<file path="src/rtl/hazard_scoreboard.sv">
// Tuse/Tnew hazard unit: keeps shadow destination records for stages E..W, resolves
// D-stage RAW hazards into stall / forward-select, and tracks the HI/LO busy window.
module hazard_scoreboard #(
    parameter int unsigned AW      = 5,
    parameter int unsigned NSRC    = 2,
    parameter int unsigned NSTG    = 3,
    parameter int unsigned TW      = 2,
    parameter int unsigned MUL_LAT = 5,
    parameter int unsigned DIV_LAT = 10,
    parameter int unsigned SELW    = $clog2(NSTG + 1)
) (
    input  logic                   clk,
    input  logic                   reset_n,
    input  logic                   d_valid,
    input  logic [NSRC-1:0]        d_src_en,
    input  logic [NSRC*AW-1:0]     d_src_addr,
    input  logic [NSRC*TW-1:0]     d_tuse,
    input  logic                   d_dst_we,
    input  logic [AW-1:0]          d_dst_addr,
    input  logic [TW-1:0]          d_tnew,
    input  logic                   d_md_start,
    input  logic                   d_md_div,
    input  logic                   d_md_use,
    input  logic                   flush_e,
    output logic                   stall,
    output logic [NSRC*SELW-1:0]   fwd_sel,
    output logic                   md_busy
);

    localparam int unsigned MDMAX = (DIV_LAT > MUL_LAT) ? DIV_LAT : MUL_LAT;
    localparam int unsigned CW    = $clog2(MDMAX + 1);

    // Shadow pipeline records, index 1 = E, NSTG = last tracked stage
    logic          r_v    [1:NSTG];
    logic          r_we   [1:NSTG];
    logic [AW-1:0] r_addr [1:NSTG];
    logic [TW-1:0] r_tnew [1:NSTG];
    logic [CW-1:0] r_md_cnt;

    logic            w_accept;
    logic [NSRC-1:0] w_hazard;
    logic            w_hit      [NSRC];
    logic [SELW-1:0] w_hit_stg  [NSRC];
    logic [TW-1:0]   w_hit_tnew [NSRC];
    logic [AW-1:0]   w_src_addr [NSRC];
    logic [TW-1:0]   w_src_tuse [NSRC];

    assign w_accept = d_valid & ~stall & ~flush_e;
    assign md_busy  = (r_md_cnt != '0);

    always_ff @(posedge clk) begin
        if (!reset_n) begin
            for (int unsigned k = 1; k <= NSTG; k++) begin
                r_v[k]    <= 1'b0;
                r_we[k]   <= 1'b0;
                r_addr[k] <= '0;
                r_tnew[k] <= '0;
            end
            r_md_cnt <= '0;
        end else begin
            // Stalled or flushed D inserts an all-zero bubble into E
            r_v[1]    <= w_accept;
            r_we[1]   <= w_accept & d_dst_we;
            r_addr[1] <= w_accept ? d_dst_addr : '0;
            r_tnew[1] <= w_accept ? d_tnew : '0;
            for (int unsigned k = 2; k <= NSTG; k++) begin
                r_v[k]    <= r_v[k-1];
                r_we[k]   <= r_we[k-1];
                r_addr[k] <= r_addr[k-1];
                r_tnew[k] <= (r_tnew[k-1] != '0) ? r_tnew[k-1] - 1'b1 : '0;
            end
            if (w_accept && d_md_start) begin
                r_md_cnt <= d_md_div ? CW'(DIV_LAT) : CW'(MUL_LAT);
            end else if (r_md_cnt != '0) begin
                r_md_cnt <= r_md_cnt - 1'b1;
            end
        end
    end

    always_comb begin
        w_hazard = '0;
        fwd_sel  = '0;
        for (int unsigned i = 0; i < NSRC; i++) begin
            w_src_addr[i] = d_src_addr[i*AW +: AW];
            w_src_tuse[i] = d_tuse[i*TW +: TW];
            w_hit[i]      = 1'b0;
            w_hit_stg[i]  = '0;
            w_hit_tnew[i] = '0;
            // Scan oldest to youngest so the youngest matching producer overrides
            for (int unsigned j = 0; j < NSTG; j++) begin
                if (r_v[NSTG-j] && r_we[NSTG-j] && (r_addr[NSTG-j] == w_src_addr[i])) begin
                    w_hit[i]      = 1'b1;
                    w_hit_stg[i]  = SELW'(NSTG - j);
                    w_hit_tnew[i] = r_tnew[NSTG-j];
                end
            end
            if (d_src_en[i] && (w_src_addr[i] != '0) && w_hit[i]) begin
                if (w_hit_tnew[i] == '0) begin
                    fwd_sel[i*SELW +: SELW] = w_hit_stg[i];
                end
                if (w_hit_tnew[i] > w_src_tuse[i]) begin
                    w_hazard[i] = 1'b1;
                end
            end
        end
    end

    assign stall = d_valid & ((|w_hazard) | (d_md_use & md_busy));

endmodule

</file>
<file path="config.mk">
export PLATFORM = sky130hd
export DESIGN_NAME = hazard_scoreboard
export DESIGN_NICKNAME = d
export VERILOG_FILES = /design/src/rtl/hazard_scoreboard.sv
export SDC_FILE = /design/constraint.sdc
export NUM_CORES = 1
export LEC_CHECK = 0
export CAP_MARGIN = 40
export CORE_MARGIN = 2
export CORE_UTILIZATION = 50
export CTS_CLUSTER_DIAMETER = 200
export DETAILED_ROUTE_END_ITERATION = 6
export PLACE_DENSITY = 0.79
export SYNTH_ARGS = -nofsm -noshare
export SYNTH_HDL_FRONTEND = slang
export SYNTH_SLANG_ARGS = --single-unit
</file>
<file path="constraint.sdc">
create_clock -name clk -period 6 [get_ports clk]
set_input_delay 1.8 -clock clk [delete_from_list [all_inputs] [get_ports clk]]
set_output_delay 1.8 -clock clk [all_outputs]
set_load 0.01 [all_outputs]
</file>
After elaboration in Yosys (flattened, before gate mapping)
Memories as Yosys holds them, arrays and structs flattened.
Index checks and enable logic that the tools add are counted.
{ "totals": {"register_bits": 4, "mem_bits_rw": 27, "in_bits": 31, "out_inout_bits": 6, "word_cells": 106, "n_memories": 4} }
{ "memory_table": {"columns": ["name", "depth", "width", "read_ports", "rd_clocked_by_memory_dff", "wr", "line_no", "source"], "rows": [
  ["r_addr", 3, 5, 3, 0, 3, "36", "logic [AW-1:0] r_addr [1:NSTG];"],
  ["r_tnew", 3, 2, 3, 0, 3, "37", "logic [TW-1:0] r_tnew [1:NSTG];"],
  ["r_v", 3, 1, 3, 0, 3, "34", "logic r_v [1:NSTG];"],
  ["r_we", 3, 1, 3, 0, 3, "35", "logic r_we [1:NSTG];"]
]} }
{ "classes": {"n_addsub": 3, "magnitude_cmp": 2, "eq_ne": 6, "muxes": 47, "n_bitwise": 20, "reduce_logical": 23} }
{ "ops": {"columns": ["operator", "n"], "rows": [
  ["2-bit 2-to-1 mux", 22],
  ["5-bit equality test", 6],
  ["5-bit 2-to-1 mux", 4],
  ["1-bit 2-to-1 mux", 18],
  ["1-bit logical AND", 14],
  ["1-bit bitwise OR", 13],
  ["4-bit 2-to-1 mux", 3],
  ["5-bit nonzero test", 2],
  ["2-bit nonzero test", 3],
  ["1-bit bitwise AND", 5],
  ["2-bit greater-than comparator", 2],
  ["2-bit logical NOT", 2],
  ["4-bit nonzero test", 1],
  ["2-bit by 1-bit subtractor with 2-bit output (second input constant)", 2],
  ["4-bit by 1-bit subtractor with 4-bit output (second input constant)", 1],
  ["1-bit NOT", 2],
  ["2-bit OR reduction", 1]
]} }

Longest topological paths before layout
Gate-level depths: netlist (run 1).
{ "logic_depth": {"word_depth": 16, "mapped_depth": 14, "ltp_nobuf": 13} }

Worst setup path before layout (run 1)
Ideal clock, no wire load.
{ "synth_timing": {"path_type": "in2out", "from": "input d_src_addr[9]", "to": "output stall", "t_arrival_ns": 3.900, "required_ns": 4.200, "path_slack_ns": 0.300, "cell_stages": 9, "n_path_buf": 0, "cell_sequence": "xor2_1 > nor4_1 > nand3_1 > mux2_2 > a21oi_1 > ha_1 > a211o_2 > a31oi_2 > o31a_1"} }
{ "synth_between": {"elab_chain_len": 11, "word_cells_on_any_way": 21, "cone_classes": "order compare (1); eq/ne (3); mux (8); bitwise (2); reduce/logical (7)"} }
{ "synth_lines": {"columns": ["element", "line_no", "source"], "rows": [
  ["start, declared", "16", "input logic [NSRC*AW-1:0] d_src_addr,"],
  ["5-bit equality test", "91", "if (r_v[NSTG-j] && r_we[NSTG-j] && (r_addr[NSTG-j] == w_src_addr[i])) begin"],
  ["1-bit logical AND", "91", null],
  ["2-bit 2-to-1 mux (3 in series)", "91", null],
  ["2-bit greater-than comparator", "101", "if (w_hit_tnew[i] > w_src_tuse[i]) begin"],
  ["1-bit 2-to-1 mux", "101", null],
  ["1-bit 2-to-1 mux (*)", "97", "if (d_src_en[i] && (w_src_addr[i] != '0) && w_hit[i]) begin"],
  ["2-bit OR reduction (*)", "108", "assign stall = d_valid & ((|w_hazard) | (d_md_use & md_busy));"],
  ["1-bit bitwise OR (*)", "108", null],
  ["1-bit bitwise AND (*)", "108", null],
  ["end, declared", "25", "output logic stall,"]
]} }
Mark *: on every way between the ends. The rest lies on a longest branch, timed or not.

Final worst setup path (run 1)
{ "layout_timing": {"from": "input d_src_addr[8]", "to": "output stall"} }
The elaborated chain is that of the path after synthesis.

==> metrics.yaml, run 1 <==
timing:
  clock.fmax_mhz: 167
  timing.final.ws_setup_ns: 0.0279
  period_minus_slack_ns: 5.97
  hold_viol: 0
  drv_slew: 0
  tightestPinTransition_ns: 0.749
  relSlewSlack: 0.499
  setup_violations: 0
  rsz0062_at_grt: "yes"
  skew_ns: 0.00935
  fin_crit_sh: 0.995
yosys:
  ys_ff_latch: 31
  synth_cell_types: 41
  synth.top_cell.area_share: 0.363
  synthesis.nets: 228
  synth_flop_cell: "dfxtp_1"
  yosys-top-cells-area: "dfxtp_1, xor2_1, and2_1"
  async_flop_share: 0
  avgSynthCellArea_um2: 9.04
  synth.yosys.warnings: 0
  synth_cells: 189
  synth_edf_count: 0
  ys_seq_area_frac: 0.363
  yosys.area.top_type: "dfxtp_1"
  synth.cell_area_um2: 1710
clock_tree:
  clk_path_buf_depth: 2
  cts_root_buffer: "clkbuf_4"
  cts_sinks: 31
  cts.clk_slew.worst_paths_ns: 0.09
  tritoncts: "yes"
  htree_levels: 2
  numCtsBuffers: 5
  clk_latency_ns: 0.34
power:
  power_leakage_nw: 1.08
  power_mw: 0.536
  max-vdd-ir-drop_mv: 0.141
  powerDensity_nw_per_um2: 213
outcome:
  status: "complete, no violations"
critical_path:
  required_ns: 4.20
  crit-reg2reg-launch: "r_addr[0][14]$_SDFF_PN0_"
  critPathArrivalTime_ns: 4.17
  worst-setup-path-type: "in -> out"
  reg2reg_to: "r_tnew[0][3]$_SDFF_PN0_"
  ff2ff_path_depth: 14
  path_max_fanout: 4
  end_kind: "output port"
  timing.critical_path.from: "d_src_addr[8]"
  rrSetupSlack_ns: 2.61
  worst_setup_path_start_kind: "input port"
  cp-endpoint: "stall"
die:
  coreArea_um2: 3310
  rows: 21
  io_pins: 37
  start_util: 0.516
  fp.dieW_um: 62.5
  dieArea_um2: 3900
  die_h_um: 62.5
grt:
  grt_max_degree: 24
  grt_pass1_wl_um: 7110
  grt_use_total: 0.235
  antenna_found_initial: 0
  grt_overflow_total: 0
  grt_pass1_vias: 1594
drt:
  drt_iter0_drc: 68
  via_per_inst: 5.25
  antenna_left: 0
  wirelength_um: 4320
  wl_per_cell_um: 14.2
  vias: 1596
  dr.pass1.iters: 7
  drc: 0
final_layout:
  n_antenna_cell: 0
  final_common_cell: "dfxtp_1"
  final_cell_mix: "dfxtp_1, buf_4, clkdlybuf4s50_1"
  area_delta_synth_final_pct: 47.0
  nNetsFinal: 296
  drive_gt1_frac: 0.287
worst_hold_path:
  hold_class: "reg -> reg"
  hp-start: "r_tnew[0][4]$_SDFF_PN0_"
placement:
  place_ws_ns: -0.893
  gp_congestion: 0.858
  port-buffer-count: 36
  hpwl_um: 3050
run:
  cap_violations: 0
## worst max-delay path, stage by stage
cell,delay (ns)
buf_8,0.10
xor2_1,0.14
nor4_1,0.31
nand4_1,0.27
mux2_4,0.38
a21oi_4,0.18
ha_4,0.23
a211o_4,0.34
a31oi_4,0.15
o31a_1,0.15
buf_2,0.12
## area by class of cell
| cell class | instances | area, um2 |
|---|---|---|
| repair buffers | 65 | 556 |
| clock buffers | 8 | 68.8 |
| fillers | 244 | 798 |
| multi-input cells | 143 | 1170 |
| inverters | 11 | 41.3 |
| well taps | 46 | 57.6 |
| flip-flops and latches | 31 | 621 |
## synthesized netlist by cell type, drive strengths merged (2+ instances only)
master and instances:
a211o 2, a21oi 5, and2 23, and3 3
clkbuf 3, dfxtp 31, ha 8, inv 11
mux2i 4, nand2 12, nand2b 4, nand3 7
nand4 4, nor2 7, nor3 2, nor4 5
o21ai 6, o22a 2, or3 2, or4 3
xnor2 14, xor2 17
## report_power, final
| part | total, mW | switching, mW | internal [mW] |
|---|---|---|---|
| Sequential | 0.238 | 0.0143 | 0.224 |
| Combinational | 0.157 | 0.0758 | 0.0815 |
| Clock | 0.141 | 0.0717 | 0.0689 |
| Total | 0.536 | 0.162 | 0.374 |
## sequential cells by signal, indices dropped and copies added, names as in the netlist
register and flops:
r_addr 15, r_md_cnt 4, r_v 3, r_tnew 6
r_we 3
## metal layers
| metal | track usage | wire length [um] | vias to the layer above |
|---|---|---|---|
| li1 | - | - | 782 |
| met1 | 0.257 | 1770 | 752 |
| met2 | 0.422 | 2230 | 54 |
| met3 | 0.0631 | 238 | 8 |
| met4 | 0.108 | 82 | 0 |
| met5 | 0 | 0 | - |
## through the flow
| stage | hold slack [ns] | TNS, ns | util | instance area, um2 | instances |
|---|---|---|---|---|---|
| after floorplan | 0.392 | 0 | - | 1710 | 189 |
| after global placement | 0.398 | -1.74 | 0.688 | 2280 | 290 |
| after detailed placement | 0.406 | -1.84 | 0.688 | 2280 | 290 |
| after CTS | 0.419 | -0.0741 | 0.734 | 2430 | 301 |
| after global routing | 0.435 | -0.0952 | 0.759 | 2510 | 304 |
| final | 0.416 | 0 | 0.759 | 2510 | 304 |
## how the worst min path moves through the flow
stage / to / slack (ns) / cells past startpoint
5_1_grt: r_tnew[0][6]$_SDFF_PN0_ / 0.43 / 1
3_5_place_dp: r_tnew[0][6]$_SDFF_PN0_ / 0.41 / 1
2_1_floorplan: r_tnew[0][6]$_SDFF_PN0_ / 0.39 / 1
3_3_place_gp: r_tnew[0][6]$_SDFF_PN0_ / 0.40 / 1
4_1_cts: r_tnew[0][6]$_SDFF_PN0_ / 0.42 / 1
6_report: r_tnew[0][6]$_SDFF_PN0_ / 0.42 / 1
## timing repair
action                                  in CTS  in global routing
setup buffers                                3                  3
hold buffers                                 0                  0
pin swaps                                   13                 20
endpoints found under the setup margin       5                  3
gates resized for setup                     36                 35
## logic make-up after synthesis
group	share of synthesized area
muxes	0.0300
AOI/OAI and AO/OA	0.0879
buffers and inverters	0.0373
and+or+nand+nor	0.264
adders and majority gates	0.0586
xor gates and xnor gates	0.159
DFF	0.363
Note: power is estimated with default switching activity, not from simulation.
==> run 2, diff against run 1 <==
--- a/config.mk
+++ b/config.mk
@@ -10,6 +10,7 @@
 export CORE_UTILIZATION = 50
 export CTS_CLUSTER_DIAMETER = 200
 export DETAILED_ROUTE_END_ITERATION = 6
+export GPL_ROUTABILITY_DRIVEN = 0
 export PLACE_DENSITY = 0.79
 export SYNTH_ARGS = -nofsm -noshare
 export SYNTH_HDL_FRONTEND = slang
==> results of run 2 <==
Same layout as run 1: the final DEF is identical, and so are final timing and power.
